--- src/rtl/pipeline_hazard_controller.sv ---
// rtl/pipeline_hazard_controller.sv - stall/issue sequencer with register scoreboard
// Tracks pending writes and multi-cycle EX/MEM ops; drives pipe-register enables and bubbles.
module pipeline_hazard_controller #(
  parameter int R  = 32,
  parameter int AW = 5,
  parameter int CW = 32
) (
  input  logic          CLK,
  input  logic          RST,
  input  logic          Valid_ID_i,
  input  logic [AW-1:0] A1_ID_i,
  input  logic [AW-1:0] A2_ID_i,
  input  logic [AW-1:0] A3_ID_i,
  input  logic          Reads1_ID_i,
  input  logic          Reads2_ID_i,
  input  logic          RegFile_WE_ID_i,
  input  logic          ExeMulti_ID_i,
  input  logic          MemOp_ID_i,
  input  logic          Exe_Finished_i,
  input  logic          Mem_Finished_i,
  input  logic          RFWE_WB_i,
  input  logic [AW-1:0] A3_WB_i,
  output logic          Enable_IF_ID_o,
  output logic          Enable_ID_EX_o,
  output logic          Enable_EX_MEM_o,
  output logic          Bubble_EX_o,
  output logic          Bubble_MEM_o,
  output logic          Bubble_WB_o,
  output logic          Issue_o,
  output logic [1:0]    State_o,
  output logic [CW-1:0] Stall_Count_o
);

  typedef enum logic [1:0] {
    ST_RUN      = 2'd0,
    ST_HAZARD   = 2'd1,
    ST_WAIT_EXE = 2'd2,
    ST_WAIT_MEM = 2'd3
  } state_e;

  localparam logic [CW-1:0] CNT_MAX = '1;
  localparam logic [CW-1:0] CNT_ONE = CW'(1);

  logic [R-1:0]  pend_q, pend_d;
  logic          exm_ex_q, exm_ex_d;
  logic          mem_ex_q, mem_ex_d;
  logic          mem_mem_q, mem_mem_d;
  state_e        state_q, state_d;
  logic [CW-1:0] stall_cnt_q, stall_cnt_d;

  logic   mem_stall, exe_stall, hazard;
  state_e cause;
  logic   en_if_id, en_id_ex, en_ex_mem;
  logic   bub_ex, bub_mem, bub_wb;
  logic   issue;

  // Hazard check uses only registered pend; a same-cycle WB release is seen next cycle.
  always_comb begin
    mem_stall = mem_mem_q & ~Mem_Finished_i;
    exe_stall = exm_ex_q & ~Exe_Finished_i;
    hazard    = Valid_ID_i & ((Reads1_ID_i & pend_q[A1_ID_i]) |
                              (Reads2_ID_i & pend_q[A2_ID_i]) |
                              (RegFile_WE_ID_i & pend_q[A3_ID_i]));
  end

  always_comb begin
    cause     = ST_RUN;
    en_if_id  = 1'b1;
    en_id_ex  = 1'b1;
    en_ex_mem = 1'b1;
    bub_ex    = 1'b0;
    bub_mem   = 1'b0;
    bub_wb    = 1'b0;
    issue     = 1'b0;
    if (mem_stall) begin
      cause     = ST_WAIT_MEM;
      en_if_id  = 1'b0;
      en_id_ex  = 1'b0;
      en_ex_mem = 1'b0;
      bub_wb    = 1'b1;
    end else if (exe_stall) begin
      cause     = ST_WAIT_EXE;
      en_if_id  = 1'b0;
      en_id_ex  = 1'b0;
      bub_mem   = 1'b1;
    end else if (hazard) begin
      cause     = ST_HAZARD;
      en_if_id  = 1'b0;
      bub_ex    = 1'b1;
    end else begin
      issue     = Valid_ID_i;
    end
  end

  // Control outputs are forced quiet for the whole time reset is held.
  always_comb begin
    Enable_IF_ID_o  = en_if_id & ~RST;
    Enable_ID_EX_o  = en_id_ex & ~RST;
    Enable_EX_MEM_o = en_ex_mem & ~RST;
    Bubble_EX_o     = bub_ex & ~RST;
    Bubble_MEM_o    = bub_mem & ~RST;
    Bubble_WB_o     = bub_wb & ~RST;
    Issue_o         = issue & ~RST;
    State_o         = state_q;
    Stall_Count_o   = stall_cnt_q;
  end

  // Scoreboard: clear applied first so a same-address set on the same edge wins.
  always_comb begin
    pend_d = pend_q;
    if (RFWE_WB_i) begin
      pend_d[A3_WB_i] = 1'b0;
    end
    if (issue && RegFile_WE_ID_i) begin
      pend_d[A3_ID_i] = 1'b1;
    end
  end

  always_comb begin
    exm_ex_d  = exm_ex_q;
    mem_ex_d  = mem_ex_q;
    mem_mem_d = mem_mem_q;
    if (en_id_ex) begin
      exm_ex_d = issue & ExeMulti_ID_i;
      mem_ex_d = issue & MemOp_ID_i;
    end
    if (en_ex_mem) begin
      mem_mem_d = mem_ex_q & ~bub_mem;
    end else if (Mem_Finished_i) begin
      mem_mem_d = 1'b0;
    end
  end

  always_comb begin
    state_d     = cause;
    stall_cnt_d = stall_cnt_q;
    if ((cause != ST_RUN) && (stall_cnt_q != CNT_MAX)) begin
      stall_cnt_d = stall_cnt_q + CNT_ONE;
    end
  end

  always_ff @(posedge CLK or posedge RST) begin
    if (RST) begin
      pend_q      <= '0;
      exm_ex_q    <= 1'b0;
      mem_ex_q    <= 1'b0;
      mem_mem_q   <= 1'b0;
      state_q     <= ST_RUN;
      stall_cnt_q <= '0;
    end else begin
      pend_q      <= pend_d;
      exm_ex_q    <= exm_ex_d;
      mem_ex_q    <= mem_ex_d;
      mem_mem_q   <= mem_mem_d;
      state_q     <= state_d;
      stall_cnt_q <= stall_cnt_d;
    end
  end

endmodule

--- config.mk ---
export PLATFORM = sky130hd
export DESIGN_NAME = pipeline_hazard_controller
export DESIGN_NICKNAME = d
export VERILOG_FILES = /design/src/rtl/pipeline_hazard_controller.sv
export SDC_FILE = /design/constraint.sdc
export NUM_CORES = 1
export LEC_CHECK = 0
export BUFFER_PORTS_ARGS = -buffer_cell sky130_fd_sc_hd__buf_2
export CAP_MARGIN = 40
export CORE_AREA = 2 2 94 96
export CTS_CLUSTER_SIZE = 40
export DETAILED_ROUTE_END_ITERATION = 8
export DIE_AREA = 0 0 96 98
export GPL_TIMING_DRIVEN = 0
export HOLD_SLACK_MARGIN = 0.03
export PLACE_DENSITY = 0.71
export RECOVER_POWER = 50
export SYNTH_ARGS = -nofsm -noshare
export SYNTH_HDL_FRONTEND = slang
export SYNTH_SLANG_ARGS = --single-unit
export TNS_END_PERCENT = 20
--- constraint.sdc ---
create_clock -name CLK -period 3.6 [get_ports CLK]
set_clock_uncertainty 0.1 [all_clocks]
set_input_delay 0.18 -clock CLK [delete_from_list [all_inputs] [get_ports CLK]]
set_output_delay 0.18 -clock CLK [all_outputs]
set_load 0.005 [all_outputs]
==> flow_summary.ini <==
[timing]
period_minus_slack_ns = 3.00
tightestPinTransition_ns = 1.67
rsz0062_at_grt = no
hold_ws_ns = 0.0568
timing.setup.tns_ns = 0
fmax_mhz = 334
period_share_pct = 83.2
slew-limit-headroom_pct = -11.3
setup_violations = 0
drv_slew = 68
hold_viol = 0

[layout]
postLayoutCoreUtil_pct = 56.2
seqCellArea_um2 = 1730
syn_to_final_growth_pct = 17.0
antennaDiodeCount = 0
final_cells = 598
multi_input_area_um2 = 2210
fillers = 759
nets = 517
drive_gt1_share_pct = 21.2

[synthesis]
synthTopCellsByArea = dfrtp_1 42%, mux4_2 8.9%, xnor2_1 6.7%
synth.most_common_cell = dfrtp_1
ys_ff_latch = 69
synth_top_cell_by_area = dfrtp_1
synth_xor_area_share_pct = 6.68
netlist_instances = 405
syn_area_um2 = 4070
synth_fa_ha_area_share_pct = 0.308
synth_edf_count = 0
synthFlopType = dfrtp_1
synth_top_cell_area_share_pct = 42.5
synth_compound_area_share_pct = 12.8
yosys_warnings = 0
seq_area_frac_synth_pct = 42.5
avgSynthCellArea_um2 = 10.0
synth_top_family_by_area = simple AND/OR/NAND/NOR gates
async_reset_ff_share_pct = 100
synth_cell_type_count = 49
syn_nets = 437
yosys-top-cells-count = 69 x dfrtp_1, 33 x o21ai_1, 32 x nand2_1, 32 x o21ai_0, 31 x xnor2_1
synth_mux_area_share_pct = 15.7
synth-simple-area-share_pct = 19.0

[pwr]
switching_share_pct = 32.4
leakage_uw = 0.00204
finalPower_uw = 2160
seqPwrFrac_pct = 46.1
p_per_area_nw_per_um2 = 454
irDropWorstVdd_v = 0.000238
p_int_uw = 1460
clkPwrFrac_pct = 29.8
power_frac_comb_pct = 24.1
switching_power_uw = 701

[grt]
antenna_found_initial = 0
track_usage_pct = 25.3
grt_max_degree = 68
grt_pass1_vias = 3530
grt_pass1_wl_um = 18100
overflow = 0

[worst_setup_path]
timing.rr.start = pend_q[11]
reg2reg_depth = 8
rrSetupSlack_ns = 0.67
cp-end-kind = primary output
regToRegEndpoint = pend_q[4]
cp_max_fo = 8
criticalPathCategory = flop to primary output
endpoint = Issue_o
cp-start-kind = flop
arrival_ns = 2.72
startpoint = pend_q[11]
crit_required_ns = 3.32

[detailed_routing]
wire_per_inst_um = 18.7
drt-pass1-iter-count = 7
routed_via_density = 6.04
totalWireLength_um = 11200
dr.first_iter.drc_count = 374
vias = 3614
drc = 0
final_antenna_net_count = 0

[placement]
gp_congestion = 0.977
place_hpwl_um = 8060
io_buffers = 63
placed_cells = 578

[floorplan]
core-area_um2 = 8470
num_io_pins = 72
die_w_um = 96
rows = 34
dieArea_um2 = 9410
die_h_um = 98
start_util_pct = 48.0

[clocking]
cts_tree = yes
clock_tree.root_cell = clkbuf_8
postCtsSetupBuffers = 0
numCtsBuffers = 9
clk_latency_ns = 0.35
clk_pin_slew_worst_paths_ns = 0.07
htree_levels = 3
numClockSinks = 69
cts.repair.resized = 0
clockBufferDepth = 2

[job]
maxCapViolations = 1

[outcome]
outcome = finished, violations left
failed_checks = max-capacitance violations, max-slew violations

[hold_path]
min_path_type = input port to flop
[through the flow]
stage               setup slack, ns  instance area, µm²
floorplan                      1.05                4070
global placement              0.575                4520
detailed placement            0.475                4550
CTS                           0.620                4790
global route                  0.416                4760
finish                        0.603                4760
[repair_timing]
item | in CTS | in global routing
hold endpoints to repair | 72 | 0
setup endpoints to repair | 0 | 0
hold buffers | 4 | 0
[worst max-delay path, stage by stage, from the launching register on]
cell and delay (ns):
dfrtp_1 0.42, mux2_1 0.32, a32o_1 0.26, a22o_1 0.24
o41ai_2 0.45, o211ai_2 0.23, nor3_1 0.29, buf_2 0.17
[worst min-delay path by stage]
stage / startpoint / endpoint / cells after the start
finish: Valid_ID_i / State_o[0] / 3
CTS: Valid_ID_i / State_o[0] / 3
floorplan: ExeMulti_ID_i / exm_ex_q / 1
global route: Valid_ID_i / State_o[0] / 3
detailed placement: RST / State_o[0] / 2
global placement: ExeMulti_ID_i / exm_ex_q / 2
[cell families after synthesis]
group,after synthesis
AOI/OAI and AO/OA,88
and+or+nand+nor,145
DFF,69
adders and majority gates,1
buffers and inverters,28
xor gates and xnor gates,31
muxes,43
[area by class of cell]
cell class	instances	share of cell area (%)
Tap cell	108	2.84
Clock inverter	5	1.26
Sequential cell	69	36.3
Timing Repair Buffer	69	7.47
Clock buffer	11	2.97
Multi-Input combinational cell	308	46.5
Buffer	20	2.02
Inverter	8	0.657
[layer usage]
layer | vias up | share of wire, % | GRT usage [%]
met5 | - | 0 | 0
met2 | 200 | 46 | 36.9
met4 | 0 | 2.9 | 10.2
li1 | 1676 | - | -
met3 | 32 | 9.1 | 6.17
met1 | 1706 | 42 | 36.1
[layout by cell type, fill, tap and decap left out, drive strengths merged, types with 4 or more instances in the layout]
cell	instances
and3	8
buf	69
clkbuf	27
dfrtp	69
dlygate4sd3	4
inv	7
mux2	6
mux2i	21
mux4	16
nand2	32
nand2b	6
nand3	28
nand3b	6
nand4	14
nor2	13
nor2b	6
nor3	13
o21ai	65
o22ai	4
or4	4
xnor2	31
[power by group through the flow]
stage                     combinational, µW  sequential (µW)  clock, µW
final                                   521              997        644
after global placement                  502             1000          0
after detailed placement                520             1010          0
after global routing                    571             1010        688
after floorplan                         354              973          0
after CTS                               525              992        649
[flip-flops by register name (all words and copies together), names as in the netlist]
signal,cells
mem_ex_q,1
State_o,2
exm_ex_q,1
Stall_Count_o,32
pend_q,32
mem_mem_q,1
Note: power is estimated with default switching activity, not from simulation.
